File: src/rtl/mem_port_arbiter.sv
// Arbitrates the single processor-memory port between instruction fetch and the LS unit,
// tracking one outstanding tagged load per requester and returning registered done/data pulses.
module mem_port_arbiter #(
  parameter int unsigned XLEN         = 32,
  parameter int unsigned MEM_TAG_W    = 4,
  parameter int unsigned STARVE_LIMIT = 4
) (
  input  logic                 clk,
  input  logic                 reset,
  input  logic                 flush,
  input  logic                 ls_req,
  input  logic                 ls_read_write,
  input  logic [XLEN-1:0]      ls_addr,
  input  logic [XLEN-1:0]      ls_wdata,
  input  logic [1:0]           ls_size,
  output logic                 ls_grant,
  output logic                 ls_done,
  output logic [XLEN-1:0]      ls_rdata,
  input  logic                 if_req,
  input  logic [XLEN-1:0]      if_addr,
  output logic                 if_grant,
  output logic                 if_done,
  output logic [XLEN-1:0]      if_rdata,
  output logic [1:0]           proc2mem_command,
  output logic [XLEN-1:0]      proc2mem_addr,
  output logic [XLEN-1:0]      proc2mem_data,
  output logic [1:0]           proc2mem_size,
  input  logic [MEM_TAG_W-1:0] mem2proc_response,
  input  logic [XLEN-1:0]      mem2proc_data,
  input  logic [MEM_TAG_W-1:0] mem2proc_tag
);

  localparam int unsigned STREAK_W = $clog2(STARVE_LIMIT + 1);
  localparam logic [1:0]  CMD_NONE  = 2'd0;
  localparam logic [1:0]  CMD_LOAD  = 2'd1;
  localparam logic [1:0]  CMD_STORE = 2'd2;
  localparam logic [1:0]  SIZE_WORD = 2'd2;

  logic                 ls_pend, if_pend;
  logic [MEM_TAG_W-1:0] ls_tag, if_tag;
  logic [STREAK_W-1:0]  streak;

  logic ls_elig, if_elig, sel_ls, sel_if, accepted;
  logic ls_ret, if_ret;

  // Selection, grant and memory command; reset forces the port idle.
  always_comb begin
    ls_elig          = ls_req && !ls_pend;
    if_elig          = if_req && !if_pend;
    sel_if           = reset && if_elig && (!ls_elig || streak == STREAK_W'(STARVE_LIMIT));
    sel_ls           = reset && ls_elig && !sel_if;
    accepted         = mem2proc_response != '0;
    ls_grant         = sel_ls && accepted;
    if_grant         = sel_if && accepted;
    proc2mem_command = CMD_NONE;
    proc2mem_addr    = '0;
    proc2mem_data    = '0;
    proc2mem_size    = '0;
    if (sel_if) begin
      proc2mem_command = CMD_LOAD;
      proc2mem_addr    = if_addr;
      proc2mem_size    = SIZE_WORD;
    end else if (sel_ls) begin
      proc2mem_command = ls_read_write ? CMD_LOAD : CMD_STORE;
      proc2mem_addr    = ls_addr;
      proc2mem_data    = ls_wdata;
      proc2mem_size    = ls_size;
    end
  end

  // Returning data is claimed only by a requester whose load is pending under that tag.
  always_comb begin
    ls_ret = ls_pend && (mem2proc_tag != '0) && (mem2proc_tag == ls_tag);
    if_ret = if_pend && (mem2proc_tag != '0) && (mem2proc_tag == if_tag);
  end

  always_ff @(posedge clk or negedge reset) begin
    if (!reset) begin
      ls_pend  <= 1'b0;
      if_pend  <= 1'b0;
      ls_tag   <= '0;
      if_tag   <= '0;
      streak   <= '0;
      ls_done  <= 1'b0;
      if_done  <= 1'b0;
      ls_rdata <= '0;
      if_rdata <= '0;
    end else begin
      // Stores complete on acceptance and survive a flush; load returns do not.
      ls_done  <= (ls_grant && !ls_read_write) || (ls_ret && !flush);
      ls_rdata <= (ls_ret && !flush) ? mem2proc_data : '0;
      if_done  <= if_ret && !flush;
      if_rdata <= (if_ret && !flush) ? mem2proc_data : '0;

      if (flush) begin
        ls_pend <= 1'b0;
        if_pend <= 1'b0;
        ls_tag  <= '0;
        if_tag  <= '0;
        streak  <= '0;
      end else begin
        if (ls_grant && ls_read_write) begin
          ls_pend <= 1'b1;
          ls_tag  <= mem2proc_response;
        end else if (ls_ret) begin
          ls_pend <= 1'b0;
          ls_tag  <= '0;
        end

        if (if_grant) begin
          if_pend <= 1'b1;
          if_tag  <= mem2proc_response;
        end else if (if_ret) begin
          if_pend <= 1'b0;
          if_tag  <= '0;
        end

        // Count LS wins that kept a ready fetch waiting.
        if (!if_req || if_grant) begin
          streak <= '0;
        end else if (ls_grant && !if_pend && streak != STREAK_W'(STARVE_LIMIT)) begin
          streak <= streak + STREAK_W'(1);
        end
      end
    end
  end

endmodule
File: config.mk
export PLATFORM = sky130hd
export DESIGN_NAME = mem_port_arbiter
export DESIGN_NICKNAME = d
export VERILOG_FILES = /design/src/rtl/mem_port_arbiter.sv
export SDC_FILE = /design/constraint.sdc
export NUM_CORES = 1
export LEC_CHECK = 0
export CAP_MARGIN = 25
export CORE_MARGIN = 10
export CORE_UTILIZATION = 35
export CTS_CLUSTER_DIAMETER = 30
export DETAILED_ROUTE_END_ITERATION = 7
export PLACE_DENSITY = 0.85
export RECOVER_POWER = 100
export SLEW_MARGIN = 20
export SYNTH_ARGS = -nofsm -noshare
export SYNTH_HDL_FRONTEND = slang
export SYNTH_SLANG_ARGS = --single-unit
File: constraint.sdc
create_clock -name clk -period 5.17 [get_ports clk]
set_input_delay 1.2925 -clock clk [delete_from_list [all_inputs] [get_ports clk]]
set_output_delay 1.2925 -clock clk [all_outputs]
set_load 0.01 [all_outputs]
==> results.md, run 1 <==
Timing:
- On the final layout, the worst clock skew is between 0.004 and 0.005 ns.
- Counting I/O delays and the setup requirement, the final critical path takes 4.775 ns.
- Setup repair after global routing left no endpoint under its margin.
- The portion of the clock cycle consumed by the worst path in the final layout is between 90% and 100%.
- After routing, the total negative slack on setup checks comes to 0 ns.
- The relative max-transition margin is -79.07%.
- The final hold violation count is 0.
- The final-report setup violation count is 0.
- The number of pins exceeding their max-slew limit in the final report is 54.
- The worst hold slack is 0.5279 ns.
- The maximum operating frequency is approximately 0.21 GHz.
- The slew at the pin closest to its max-slew limit is roughly 2.7 ns.

Min path:
- The path with the worst hold slack has its endpoint at ls_tag[0]$_DFFE_PN0P_.
- Along the worst hold path, the cell count comes to 1.
- The path class of the tightest hold or removal check is reg -> reg.
- The launch instance of the worst min-delay path is ls_tag[0]$_DFFE_PN0P_.

Critical path:
- The worst register-to-register path ends at ls_rdata[13]$_DFF_PN0_.
- The required time at the endpoint of the critical path is 3.88 ns.
- In this run the register-to-register setup slack is ~2.8 ns.
- In this run the worst path has a maximum fanout of 33.
- STA classifies the critical path startpoint as an input port.
- The worst register-to-register path has a depth of 5.
- The worst setup path is of the in -> out kind.
- The start of the worst register-to-register path is ls_tag[2]$_DFFE_PN0P_.
- The signal arrival time at the worst endpoint is around 3.5 ns.
- The critical path endpoint category is an output port.

Status:
- The checks that failed: max-capacitance violations, max-slew violations.
- The run finished, with violations left.

Synth:
- In the synthesized netlist, the number of instances is 298.
- Ranked by total cell area, the synthesized netlist is headed by dfrtp_1 (57%), and2_1 (12%), a22o_1 (10%), and3_1 (6.0%), clkbuf_1 (2.0%).
- The proportion of synthesized chip area in sequential cells is about 57%.
- The leading area contributor after synthesis is dfrtp_1.
- The number of synthesis warnings is 0.
- The top cell type's share of synthesized area is 57.41%.
- The flop and latch count out of synthesis is 79.
- Counting every net in the synthesized netlist gives 444.
- The mapped netlist covers approximately 3400 um^2.
- A synthesized cell averages around 12 um^2.
- Synthesis instantiated 34 different standard cells from the library.

Clock tree:
- The total of hold buffers inserted after clock tree synthesis is 0.
- The number of gates resized after CTS is 0.
- The CTS H-tree depth is 3.
- The total setup buffers inserted after CTS is 0.
- After clock tree synthesis, the clock-pin slew on the worst setup and hold paths is 0.08 ns.
- The CTS tree is yes.
- The number of buffers between clock root and the deepest sink is 2.
- The buffer type at the clock tree root is clkbuf_8.
- The source-to-sink clock delay at the later pin of the worst-skew pair is between 0.3 and 0.4 ns.
- In this run, CTS created clock tree buffers numbering 9.
- The TritonCTS sink count is just under 80.

Global routing:
- The met3 track utilization from global routing is 10.44%.
- After global routing, the most crowded layer is met2.
- For met2 alone, demand over resource in global routing was a little under two fifths.
- The largest net degree at the start of global routing is 54.
- The total overflow left after global routing is 0.
- Global routing consumed, on the met1 layer, 18.60% of the routing resources.
- Global routing used between 20% and 30% of the available tracks across all layers.
- The wire length of the first global-routing pass is between 20000 and 25000 um.
- The via count of the first global-routing pass was roughly 3800.
- The initial antenna violation count was 0.

Die:
- The total number of placement rows is 36.
- The region available for standard cell placement spans between 9000 and 10000 um^2.
- The die is roughly 120 um tall.
- The die covers 14210 um^2.
- The initial standard-cell utilization of the core is about 36%.
- 280 I/O pins were placed.
- Measured along the x axis, the die boundary spans 119.2 um.

Flow run:
- The total of max-cap violations is 1.

Cells and area:
- The layout overhead on the synthesized area is 89.53%.
- Leaving out fill and tap cells, the most frequent cell in the layout is clkdlybuf4s50_1.
- For this run, the post-layout net count is 718.
- In the layout the commonest cells are clkdlybuf4s50_1 (143), dlygate4sd3_1 (135), dfrtp_1 (79).
- Fill cells in the final layout number 706.
- Of the cells placed in the final design, the portion with a size suffix greater than 1 is around 4%.
- 0 antenna diodes ended up in the layout.

Route:
- Using the TritonRoute via totals, the vias-per-cell ratio works out to 4.796.
- The antenna violation net count after detailed routing is 0.
- The number of DRC violations after detailed-routing iteration 0 is 143.
- The post-detailed-route DRC marker count is 0.
- The detailed-route wire length per cell is ~21 um.
- The routed layout has 3405 vias.
- For this run, the detailed router's first-pass iteration total came to 4.
- For this block, the routed nets add up to about 15000 um of wire.

Pwr:
- Overall power consumption after layout is estimated at 0.001349 W.
- For this design the ratio of total power to cell area is between 200 and 250 nW/um^2.
- The worst-case vdd ir drop is 0.1237 mV.
- The reported leakage power is 3.340 nW.

Placed design:
- The congestion estimate from routability-driven global placement came to about 0.80.
- The count of buffers added on input and output ports is 279.
- The estimated wirelength of the detail-placed design is 12140 um.
## per-layer routing
layer,vias up,share of wire (%)
met5,-,0
met2,200,52
met1,1589,33
li1,1588,-
met3,28,12
met4,0,3.2
## power by group
part / leakage [nW] / total [W] / internal [W] / switching, W
Clock: 0.0997 / 0.000459 / 0.000236 / 0.000223
Sequential: 1.10 / 0.000626 / 0.000622 / 0.00000350
Combinational: 2.14 / 0.000265 / 0.000164 / 0.000100
## critical path, cell delays in order
cell and delay, ns:
clkdlybuf4s50_1 0.51, nand4b_1 0.15, and2_1 0.19, clkbuf_2 0.38, a22o_1 0.31, dlygate4sd3_1 0.64
## worst max path at each step
stage,endpoint,cells past startpoint,slack (ns),startpoint
CTS,proc2mem_command[1],6,0.65,ls_req
detailed placement,proc2mem_addr[31],6,0.66,if_req
global placement,proc2mem_addr[31],6,0.68,if_req
global route,proc2mem_command[1],6,0.28,ls_req
finish,proc2mem_addr[8],6,0.39,if_req
floorplan,proc2mem_addr[12],4,1.53,ls_req
## synthesized netlist by cell type
cell      instances
a21o_1            4
xor2_1            7
nand4b_1          1
clkbuf_2          1
nor3_1            3
a311oi_4          1
nand3_1           1
a22o_1           41
mux2i_1           1
a31oi_1           1
nand2_1           4
nand4_1           1
o21ai_0           1
ha_1              2
and4_4            1
buf_2             3
and2_1           65
o21ai_1           1
clkbuf_1         18
nand3b_1          1
nor2b_1           4
dfrtp_1          79
and4b_1           1
inv_1             4
and3_1           33
a311o_1           1
a21oi_1           4
nor4_1            2
and3b_1           2
or4_1             1
or2_2             2
xnor2_1           1
nor2_1            4
a211oi_1          2
## registers in the layout, indices dropped and copies added (netlist names), 3 cells and up
name,cells
if_tag,4
streak,3
if_rdata,32
ls_tag,4
ls_rdata,32
## through the flow
stage                     instances  utilization (%)  instance area, um^2  setup slack, ns
final                           710            67.39                 6526           0.3949
after global routing            710            67.39                 6526           0.2850
after CTS                       709            67.65                 6551           0.6468
after detailed placement        693            65.61                 6354           0.6593
after global placement          693            65.61                 6354           0.6756
after floorplan                 298                -                 3443            1.526
## kinds of logic after synthesis
kind of cell	count (synthesis)	synth area share, %
AOI/OAI and AO/OA	56	13.84
xor gates and xnor gates	8	2.035
adders and majority gates	2	0.7266
buffers and inverters	26	2.979
DFF	79	57.41
muxes	1	0.2907
and+or+nand+nor	126	22.71
## layout make-up
class	instances	area [um^2]	share of cell area, %
Clock buffer	11	141.4	2.166
Multi-Input combinational cell	193	1348	20.65
Inverter	4	15.01	0.2301
Timing Repair Buffer	285	2823	43.25
Tap cell	133	166.4	2.550
Clock inverter	5	56.30	0.8627
Sequential cell	79	1977	30.29
Note: power is estimated with default switching activity, not from simulation.
==> run 2: changes to the inputs <==
--- a/config.mk
+++ b/config.mk
@@ -6,11 +6,12 @@
 export NUM_CORES = 1
 export LEC_CHECK = 0
 export CAP_MARGIN = 25
-export CORE_MARGIN = 10
-export CORE_UTILIZATION = 35
+export CORE_AREA = 2 2 109 111
 export CTS_CLUSTER_DIAMETER = 30
 export DETAILED_ROUTE_END_ITERATION = 7
-export PLACE_DENSITY = 0.85
+export DIE_AREA = 0 0 111 113
+export HOLD_SLACK_MARGIN = 0.1
+export PLACE_DENSITY = 0.76
 export RECOVER_POWER = 100
 export SLEW_MARGIN = 20
 export SYNTH_ARGS = -nofsm -noshare
==> run 2 against run 1 <==
First-iteration DRC count shrank 15%. Clock power is 36% higher. Non-clock buffer count is 2 higher. Critical path type unchanged. Fmax is 0.40% higher. Register-to-register slack worse by 0.14 ns. Global-route usage increased by 0.68 points. Worst setup slack improved by 0.019 ns. Sequential power hardly changed. The flow still finishes with violations (max-capacitance violations, max-slew violations). Die area shrank 12%. Sequential share of layout area down 0.61 points. Worst hold slack worse by 0.012 ns. Critical path depth unchanged.
==> results.md, run 2 (synthesized netlist as in run 1, its figures left out) <==
Clock tree:
- The CTS tree is yes.
- The buffer type at the clock tree root is clkbuf_16.
- In this run, post-CTS repair resized a total of 0 instances.
- The H-tree was split into 3 levels.
- The total setup buffers inserted after CTS is 0.
- Clock-pin slew was measured on the worst setup and hold paths at 0.05 ns.
- In this run, post-CTS hold repair placed 0 buffers.
- The source-to-sink clock delay at the later pin of the worst-skew pair is roughly 0.33 ns.
- The number of buffers between clock root and the deepest sink is 2.
- The TritonCTS sink count is between 70 and 80.
- Buffers inserted during clock tree synthesis total 9.

Die:
- The initial standard-cell utilization of the core is 30.55%.
- The total number of placement rows is 39.
- The top-level port count is 280.
- The height of the die is around 110 um.
- The total area inside the core boundary comes to 11270 um^2.
- The die extent in x is roughly 110 um.
- The die covers 12540 um^2.

Timing:
- Setup repair after global routing left no endpoint under its margin.
- Subtracting the final worst setup slack from the clock period gives 4.756 ns.
- The number of pins exceeding their max-slew limit in the final report was 37.
- The relative max-transition margin is -34.54%.
- For the final database, setup skew stands at ~0.0046 ns.
- For the pin with the worst max-slew slack, the measured transition is approximately 2.0 ns.
- Across all hold checks on the routed design, the worst slack comes to 0.5155 ns.
- The final-report setup violation count is 0.
- The maximum operating frequency is around 0.21 GHz.
- The portion of the clock cycle consumed by the worst path in the final layout is approximately nine tenths.
- For the final routed database, the setup TNS stands at 0 ns.
- The final hold violation count was 0.

Critical path:
- Walking the worst path, the cells encountered are clkdlybuf4s50_1, and3b_1, and2_1, clkbuf_2, a22o_1, dlygate4sd3_1.
- The critical path's largest stage delay is roughly 0.65 ns.
- STA classifies the critical path startpoint as an input port.
- The cell at the slowest stage of the critical path is dlygate4sd3_1.
- The critical path start-end classification is in -> out.
- In this run the critical register-to-register path is launched from if_pend$_DFFE_PN0P_.
- The reg-to-reg endpoint is if_rdata[20]$_DFF_PN0_.
- The kind of cell with the highest combined delay along the critical path is buffers and inverters.
- At the worst endpoint, the required time is 3.88 ns.
- The worst-case register-to-register setup slack is between 2 and 3 ns.
- The critical path endpoint category is an output port.
- Counting cells, the worst reg-to-reg path comes to 5.
- The critical path contains buffers and inverters numbering 3 combined.
- The highest net fanout along the worst path is 32.
- At the worst endpoint, the arrival time is approximately 3.5 ns.

Route:
- The post-detailed-route DRC marker count is 0.
- For this block, the via count after detailed routing is between 3000 and 4000.
- The per-cell via count in the routed design is around 4.7.
- The number of iterations in the first detailed-routing pass is 4.
- For this block, the initial DRC count from the detailed router was approximately 120.
- The antenna violation net count after detailed routing is 0.
- The detailed-route wire length is between 10000 and 15000 um.
- The detailed-route wire length per cell is ~18 um.

Status:
- The checks that failed: max-capacitance violations, max-slew violations.
- The run finished, with violations left.

Global routing:
- The total routing usage reported by global routing is roughly a fifth.
- The initial antenna violation count was 0.
- The largest net degree at the start of global routing is 80.
- The total overflow left after global routing is 0.
- The via count of the first global-routing pass is 3638.
- The wire length of the first global-routing pass is roughly 20000 um.

Placed design:
- The count of buffers added on input and output ports is about 280.
- Detailed placement ended at an HPWL of approximately 11000 um.
- The weighted congestion at the end of routability-driven global placement is 0.8599.

Cells and area:
- The number of antenna diodes in the final layout is 0.
- The largest registers in the layout are if_rdata: 32 flops, ls_rdata: 32 flops.
- In the layout the commonest cells are clkdlybuf4s50_1 (145), dlygate4sd3_1 (133), dfrtp_1 (79).
- In the final design database the tool counted 720 nets.
- The leading cell type in the layout, fill and taps excluded is clkdlybuf4s50_1.
- The area growth from synthesis to layout is 93.46%.
- The fraction of final layout cells sized beyond drive strength 1 is approximately 4.0%.

Min path:
- The end of the worst hold path is if_tag[0]$_DFFE_PN0P_.
- The worst min-delay path category is reg -> reg.
- The launch instance of the worst min-delay path is if_tag[0]$_DFFE_PN0P_.
- Along the worst hold path, the cell count comes to 1.

Pwr:
- The reported leakage power is ~3.4 nW.
- The power per cell area is between 200 and 250 nW/um^2.
- The worst-case vdd ir drop is around 0.20 mV.

Flow run:
- The total of max-cap violations is 1.
-- run 2: changes by cell type in the layout (fill, tap and decap cells not counted), moves of 2 or more --
cell,delta
and2_0,-3
clkbuf_8,-9
clkbuf_16,+9
dlygate4sd3_1,-2
clkinv_4,+2
and2_1,+3
clkbuf_1,+2
clkdlybuf4s50_1,+2
-- run 2: per-stage QoR --
stage | setup slack [ns] | total power [W] | util (%) | instance area [um^2] | cells
finish | 0.4140 | 0.001520 | 59.10 | 6661 | 722
global route | 0.2549 | 0.001575 | 59.10 | 6661 | 722
CTS | 0.6157 | 0.001550 | 59.34 | 6689 | 721
detailed placement | 0.6136 | 0.0009216 | 56.68 | 6389 | 705
global placement | 0.6588 | 0.0009189 | 56.54 | 6374 | 704
floorplan | 1.526 | 0.0007136 | - | 3443 | 298
-- run 2: final cells by class --
| class | instances | area [um^2] |
|---|---|---|
| Fill cell | 985 | 4611 |
| Timing Repair Buffer | 287 | 2843 |
| Sequential cell | 79 | 1977 |
| Multi-Input combinational cell | 193 | 1348 |
| Clock buffer | 11 | 242.7 |
| Tap cell | 143 | 178.9 |
| Clock inverter | 5 | 57.56 |
| Inverter | 4 | 15.01 |
-- run 2: power by group --
part	internal, W	switching, W
clock network	0.000387	0.000237
logic	0.000166	0.000102
registers	0.000623	0.00000360
-- run 2: how the worst max path moves through the flow --
stage,from,end,slack (ns),cells after the start
finish,ls_req,proc2mem_addr[14],0.41,6
global route,ls_req,proc2mem_addr[14],0.25,6
CTS,if_req,proc2mem_addr[13],0.62,6
detailed placement,if_req,proc2mem_addr[13],0.61,6
global placement,if_req,proc2mem_addr[13],0.66,6
floorplan,ls_req,proc2mem_addr[12],1.53,4
-- run 2: worst register-to-register path, cell delays in order (launching register included) --
cell and delay (ns):
dfrtp_1 0.43, inv_1 0.10, nor4_1 0.45, and3b_1 0.46, clkbuf_1 0.78, and2_0 0.26
-- run 2: routing by layer --
| metal | wire length (um) | GRT usage, % | up-vias |
|---|---|---|---|
| li1 | - | - | 1596 |
| met1 | 4631 | 21.59 | 1616 |
| met2 | 7098 | 39.18 | 161 |
| met3 | 1009 | 5.999 | 25 |
| met4 | 508 | 11.08 | 0 |
| met5 | 0 | 0 | - |
